[config.mk]
export PLATFORM = sky130hd
export DESIGN_NAME = pwm_capture
export DESIGN_NICKNAME = d
export VERILOG_FILES = /design/src/rtl/pwm_capture.sv
export SDC_FILE = /design/constraint.sdc
export NUM_CORES = 1
export LEC_CHECK = 0
export CORE_AREA = 2 2 63 65
export CTS_BUF_LIST = sky130_fd_sc_hd__clkbuf_8
export DETAILED_ROUTE_END_ITERATION = 10
export DIE_AREA = 0 0 65 67
export PLACE_DENSITY = 0.85
export SYNTH_ARGS = -nofsm -noshare
export SYNTH_HDL_FRONTEND = slang
export SYNTH_SLANG_ARGS = --single-unit
[constraint.sdc]
create_clock -name clk1ms -period 1.85 [get_ports clk1ms]
set_clock_uncertainty 0.05 [all_clocks]
set_input_delay 0.37 -clock clk1ms [delete_from_list [all_inputs] [get_ports clk1ms]]
set_output_delay 0.37 -clock clk1ms [all_outputs]
set_load 0.01 [all_outputs]
[src/rtl/pwm_capture.sv]
// pwm_capture: measures PWM high-time and period (rise to rise) in clk1ms ticks.
//
// Ports
//   clk1ms        in   1 ms tick clock, rising edge
//   reset         in   asynchronous, active-high reset
//   pwm_in        in   PWM waveform, may be asynchronous to clk1ms
//   high_ticks    out  high-time of the last completed period
//   period_ticks  out  length of the last completed period
//   meas_valid    out  1-cycle strobe, high_ticks/period_ticks updated
//   timeout       out  sticky loss-of-signal flag, cleared by the next measurement
//   state         out  FSM state for debug (SEEK=00, HIGH=01, LOW=10)
//
// Build option
//   PWM_CAPTURE_GLITCH_FILTER_EN  adds a 2-sample agreement filter after the
//                                 synchronizer; single-tick pulses and dropouts
//                                 are ignored and latency grows by one edge.
module pwm_capture #(
   parameter int unsigned        CNT_W   = 8,
   parameter logic [CNT_W-1:0]   TIMEOUT = CNT_W'(100)
) (
   input  logic             clk1ms,
   input  logic             reset,
   input  logic             pwm_in,
   output logic [CNT_W-1:0] high_ticks,
   output logic [CNT_W-1:0] period_ticks,
   output logic             meas_valid,
   output logic             timeout,
   output logic [1:0]       state
);

   localparam logic [1:0] SEEK = 2'b00;
   localparam logic [1:0] HIGH = 2'b01;
   localparam logic [1:0] LOW  = 2'b10;

   logic sync1, s, s_d;
   logic lvl, lvl_d, rise, fall;

   // 2-flop synchronizer plus delay; reset to 1 so a line already high is no edge
   always_ff @(posedge clk1ms or posedge reset) begin
      if (reset) begin
         sync1 <= 1'b1;
         s     <= 1'b1;
         s_d   <= 1'b1;
      end else begin
         sync1 <= pwm_in;
         s     <= sync1;
         s_d   <= s;
      end
   end

`ifdef PWM_CAPTURE_GLITCH_FILTER_EN
   logic filt;

   // Level only moves once two consecutive synchronized samples agree
   assign lvl   = (s == s_d) ? s : filt;
   assign lvl_d = filt;

   always_ff @(posedge clk1ms or posedge reset) begin
      if (reset) filt <= 1'b1;
      else       filt <= lvl;
   end
`else
   assign lvl   = s;
   assign lvl_d = s_d;
`endif

   assign rise = lvl & ~lvl_d;
   assign fall = ~lvl & lvl_d;

   logic [1:0]       state_nxt;
   logic [CNT_W-1:0] hi_cnt, per_cnt, hi_nxt, per_nxt;
   logic [CNT_W-1:0] high_nxt, period_nxt;
   logic             valid_nxt, timeout_nxt;

   // State and output registers
   always_ff @(posedge clk1ms or posedge reset) begin
      if (reset) begin
         state        <= SEEK;
         hi_cnt       <= '0;
         per_cnt      <= '0;
         high_ticks   <= '0;
         period_ticks <= '0;
         meas_valid   <= 1'b0;
         timeout      <= 1'b0;
      end else begin
         state        <= state_nxt;
         hi_cnt       <= hi_nxt;
         per_cnt      <= per_nxt;
         high_ticks   <= high_nxt;
         period_ticks <= period_nxt;
         meas_valid   <= valid_nxt;
         timeout      <= timeout_nxt;
      end
   end

   // Next-state and output logic; a rise beats a simultaneous timeout
   always_comb begin
      state_nxt   = state;
      hi_nxt      = hi_cnt;
      per_nxt     = per_cnt;
      high_nxt    = high_ticks;
      period_nxt  = period_ticks;
      valid_nxt   = 1'b0;
      timeout_nxt = timeout;
      case (state)
         SEEK: begin
            if (rise) begin
               hi_nxt    = CNT_W'(1);
               per_nxt   = CNT_W'(1);
               state_nxt = HIGH;
            end
         end
         HIGH: begin
            if (per_cnt == TIMEOUT) begin
               timeout_nxt = 1'b1;
               hi_nxt      = '0;
               per_nxt     = '0;
               state_nxt   = SEEK;
            end else if (fall) begin
               per_nxt   = per_cnt + CNT_W'(1);
               state_nxt = LOW;
            end else begin
               hi_nxt  = hi_cnt + CNT_W'(1);
               per_nxt = per_cnt + CNT_W'(1);
            end
         end
         LOW: begin
            if (rise) begin
               high_nxt    = hi_cnt;
               period_nxt  = per_cnt;
               valid_nxt   = 1'b1;
               timeout_nxt = 1'b0;
               hi_nxt      = CNT_W'(1);
               per_nxt     = CNT_W'(1);
               state_nxt   = HIGH;
            end else if (per_cnt == TIMEOUT) begin
               timeout_nxt = 1'b1;
               hi_nxt      = '0;
               per_nxt     = '0;
               state_nxt   = SEEK;
            end else begin
               per_nxt = per_cnt + CNT_W'(1);
            end
         end
         default: begin
            hi_nxt    = '0;
            per_nxt   = '0;
            state_nxt = SEEK;
         end
      endcase
   end

endmodule

# == After elaboration in Yosys (flattened, before gate mapping) ==
# Index checks and enable logic that the tools add are counted.
# totals
output_inout_bits,20
ff_bits,39
wordCells,48
# classes
n_bitwise,4
n_mux,20
eq_ne,7
n_reduce_logical,5
add_sub_neg,2
# ops
cell,count
$mux W8,7
$pmux W8 S3,2
$add A8 B1 Y8 const B,2
$mux W2,5
$ne A3 B3 Y1 const B,3
$eq A8 B7 Y1 const B,1
$pmux W2 S3,1
$reduce_and A3 Y1,2
$mux W1,4
$and A1 B1 Y1,2
$eq A2 B1 Y1 const B,1
$eq A2 B2 Y1 const B,1
$logic_not A2 Y1,1
$ne A2 B2 Y1 const B,1
$not A1 Y1,2
$pmux W1 S2,1
$reduce_and A2 Y1,1
$reduce_bool A2 Y1,1

# == Longest topological paths before layout ==
# depth
word_depth,5
ltp_mapped,8
mapped_depth_nobuf,7

# == Worst setup path after synthesis ==
# OpenSTA, ideal clock, no wires.
# synth_timing
path_kind,reg2reg
start,register per_cnt[0]
end,register state[0]
stages_incl_launch_ff,8
setup_ps,128
n_path_buf,0
setup_slack_ps,-77
t_required_ps,1672
period_less_slack_ps,1927
t_arrival_ps,1749
cell_sequence,dfrtp_1 -> inv_1 -> ha_1 -> nor4b_2 -> and4_4 -> or2_2 -> o21ai_1 -> mux2_1
# synth_via
elab_chain_len,3
elab_cells_between_ends,6
cone_classes,3 x eq/ne; 2 x mux; 1 x reduce/logical
# synth_rtl
element,line,text
start: declaration,71,"logic [CNT_W-1:0] hi_cnt, per_cnt, hi_nxt, per_nxt;"
start signal: assignment,88,per_cnt <= per_nxt;
$eq A8 B7 Y1 *,"114, 136",
$ne A3 B3 Y1 (no line) or $mux W2 (tied branches),--,
$reduce_and A3 Y1 (no line) or $pmux W2 S3 (tied branches),--,
end signal: assignment,86,state <= state_nxt;
end: declaration,28,output logic [1:0] state
# Every way passes the cells marked *; elsewhere a longest branch is shown, timed or not.
# A chain may end at the register's enable or synchronous reset.

# == Worst setup path after layout ==
# layout_timing
start,register per_cnt[1]
end,register hi_cnt[5]
# layout_via
elab_chain_len,3
elab_cells_between_ends,6
cone_classes,3 x eq/ne; 2 x mux; 1 x reduce/logical
# layout_rtl
element,line,text
$eq A8 B7 Y1 *,"114, 136",
$ne A3 B3 Y1 (no line) or $mux W8 (tied branches),--,
$reduce_and A3 Y1 (no line) or $pmux W8 S3 (tied branches),--,
end signal: assignment,87,hi_cnt <= hi_nxt;
end: declaration,71,
# Marks and branches as above.

==> flow_summary.toml <==
[sta]
fmax_mhz = 553.9
fin_crit_sh = 0.9758
finalSetupViolations = 0
drv_slew = 0
fin_crit_ns = 1.805
fin_tns_setup_ns = 0
rsz0062_at_grt = "true"
max_slew_margin = 0.7776
hold_ws_ns = 0.3073
worst_slew_pin_slew_ns = 0.3328
hold_violations = 0

[placement]
dp.cells = 264
gp_congestion = 0.8061
port_buffers = 22
post-dp-hpwl_um = 2469
placedInstanceArea_um2 = 2186

[detailed_routing]
vias_per_cell = 5.243
dr.pass1.iters = 4
wl_um = 3578
drtAntennaViolNets = 0
drc = 0
wl_per_cell_um = 12.96
drt_iter0_drc = 107
num_vias = 1447

[yosys]
syn_area_um2 = 1824
syn_inst = 187
syn_avg_cell_area_um2 = 9.755
synth_edf_count = 0
ys.flop_type = "dfrtp_1"
synth-seq-area-share = 0.5370
ys_types = 39
yosysWarnings = 0
async_reset_ff_frac = 1.000
synth_seq_cells = 39
synth_fp_nets = 197

[clocking]
cts_tree = "done"
clkSlewWorstSetupHoldPaths_ns = 0.07
cts_root_buf = "clkbuf_8"
postCtsHoldBufs = 0
cts.path.max_buffers = 2
numCtsBuffers = 5
cts-htree-levels = 2
clock_latency_ns = 0.28
clock_sinks = 39

[run]
drv_cap = 0

[critical_path]
critPathArrivalTime_ns = 1.96
worstPathRequired_ns = 2.01
path_class = "flop to flop"
worstPathCellList = "inv_2, ha_4, nor4b_4, and4_4, o21ai_4, or3_1, a21boi_1"
end_kind = "flop"
cp_max_fo = 5
slowest_delay_ns = 0.40
crit_buf_inv = 1
slowest_stage = "dfrtp_1"
startpoint_type = "flop"
path_delay_family = "simple AND/OR/NAND/NOR gates"

[cells_and_area]
multiInputGateArea_um2 = 850.8
area_growth_pct = 30.11
final_layout_size_suffix_gt1_frac = 0.2018
regArea_um2 = 979.7
fin_cells = 276
fin_util = 0.6582
antenna_cells = 0
nets = 237
final.fill_count = 271
design_area_um2 = 2374

[grt]
grt_pass1_wl_um = 6168
grt_pass1_vias = 1379
grtUsageTotal = 0.1870
grt_max_degree = 40
antenna_found_initial = 0
grt_overflow = 0

[die]
placementRows = 22
die_area_um2 = 4355
start_util = 0.5059
core_um2 = 3606
die_h_um = 67
die_x_um = 65
boundaryPins = 23

[outcome]
status = "completed"

[power_and_ir_drop]
powerDensity_nw_per_um2 = 1313
switching_power_uw = 1119
pwr-share-clk = 0.199
vdd_drop_max_mv = 0.7362
switching_share = 0.3591
pwr-share-seq = 0.356
combPwrFrac = 0.445
intPower_uw = 1997
p_leak_uw = 0.001143

[worst_hold_path]
min_path_type = "flop to flop"
-- cell type report --
type | count | area share
Tap cell | 48 | 0.02530
Clock inverter | 1 | 0.003163
Multi-Input combinational cell | 135 | 0.3585
Clock buffer | 7 | 0.04059
Sequential cell | 39 | 0.4128
Timing Repair Buffer | 37 | 0.1455
Inverter | 9 | 0.01423
-- path summary, 6_finish.rpt --
kind / from / endpoint / slack [ns] / cells after the start
worst max register to register: per_cnt[1] / hi_cnt[5] / 0.04 / 7
worst min register to register: sync1 / lvl / 0.31 / 0
min in group asynchronous: reset / high_ticks[1] / 0.38 / 3
worst min-delay path: sync1 / lvl / 0.31 / 0
worst max-delay path: per_cnt[1] / hi_cnt[5] / 0.04 / 7
max in group asynchronous: reset / lvl / 1.11 / 3
-- timing repair --
item                                    CTS  global route
endpoints found under the setup margin    4            14
resized for setup                         1            14
pin swaps                                 1             6
gates cloned                              0             0
setup buffers                             1             3
endpoints found under the hold margin     0             0
-- metal layers --
layer	global-route usage	wire (um)	share of wire
met1	0.2489	1711	0.48
met2	0.3041	1672	0.47
met3	0.04223	153	0.043
met4	0.05851	40	0.011
met5	0	0	0
-- sequential cells by signal (all words and copies together) (netlist names) --
signal	cells
hi_cnt	8
high_ticks	8
per_cnt	8
period_ticks	8
state	2
lvl	1
lvl_d	1
meas_valid	1
sync1	1
timeout	1
-- cells in the final DEF, fill, tap and decap left out, types with 2 or more instances in the layout --
cell type and n:
nand2_1 50, dfrtp_1 36, clkdlybuf4s50_1 22, buf_4 14
nor2_1 12, o21ai_1 7, clkbuf_8 7, inv_1 6
xor2_1 6, a21oi_1 5, ha_1 5, nand2b_1 4
nand4_1 4, o21ai_0 4, nor2b_1 3, inv_2 3
and3_1 3, nand3_1 3, dfstp_2 3, or2_4 2
o21ai_2 2, o31ai_2 2, or3_1 2
-- Yosys cell counts, types with 2 or more instances --
cell type	count	area, um^2
or3_1	2	12.51
o21ai_0	5	25.02
nor2b_1	3	18.77
clkbuf_1	2	7.510
nand2b_1	4	25.02
dfrtp_1	36	900.9
xor2_1	6	52.55
nor2_1	12	45.04
ha_1	7	87.58
and3_1	3	18.77
o31ai_2	3	37.54
nand2_1	50	187.7
nand3_1	3	15.01
inv_1	9	33.78
a21oi_1	6	30.03
o21ai_1	8	40.04
nand4_1	4	25.02
dfstp_2	3	78.83
-- cells by family after synthesis --
kind of cell / synth area share
XOR/XNOR: 0.02881
multiplexers: 0.01234
adder cells (fa/ha/maj): 0.04801
AND/OR/NAND/NOR: 0.2325
flip-flops: 0.5370
AO/OA/AOI/OAI: 0.1139
buffers and inverters: 0.02743
-- power by group through the flow --
stage	registers, uW	logic [uW]	clock network [uW]
after floorplan	1150	761	0
after global placement	1110	1200	0
after detailed placement	1120	1230	0
after CTS	1100	1250	643
after global routing	1130	1550	686
final	1110	1390	621
-- through the flow --
| step | setup WS (ns) | total power (uW) |
|---|---|---|
| global route | -0.03727 | 3363 |
| CTS | 0.005130 | 2995 |
| finish | 0.04473 | 3116 |
| floorplan | 0.004382 | 1911 |
| global placement | 0.06291 | 2310 |
| detailed placement | -0.01561 | 2346 |
No activity file was read; power rests on OpenSTA's default activity.
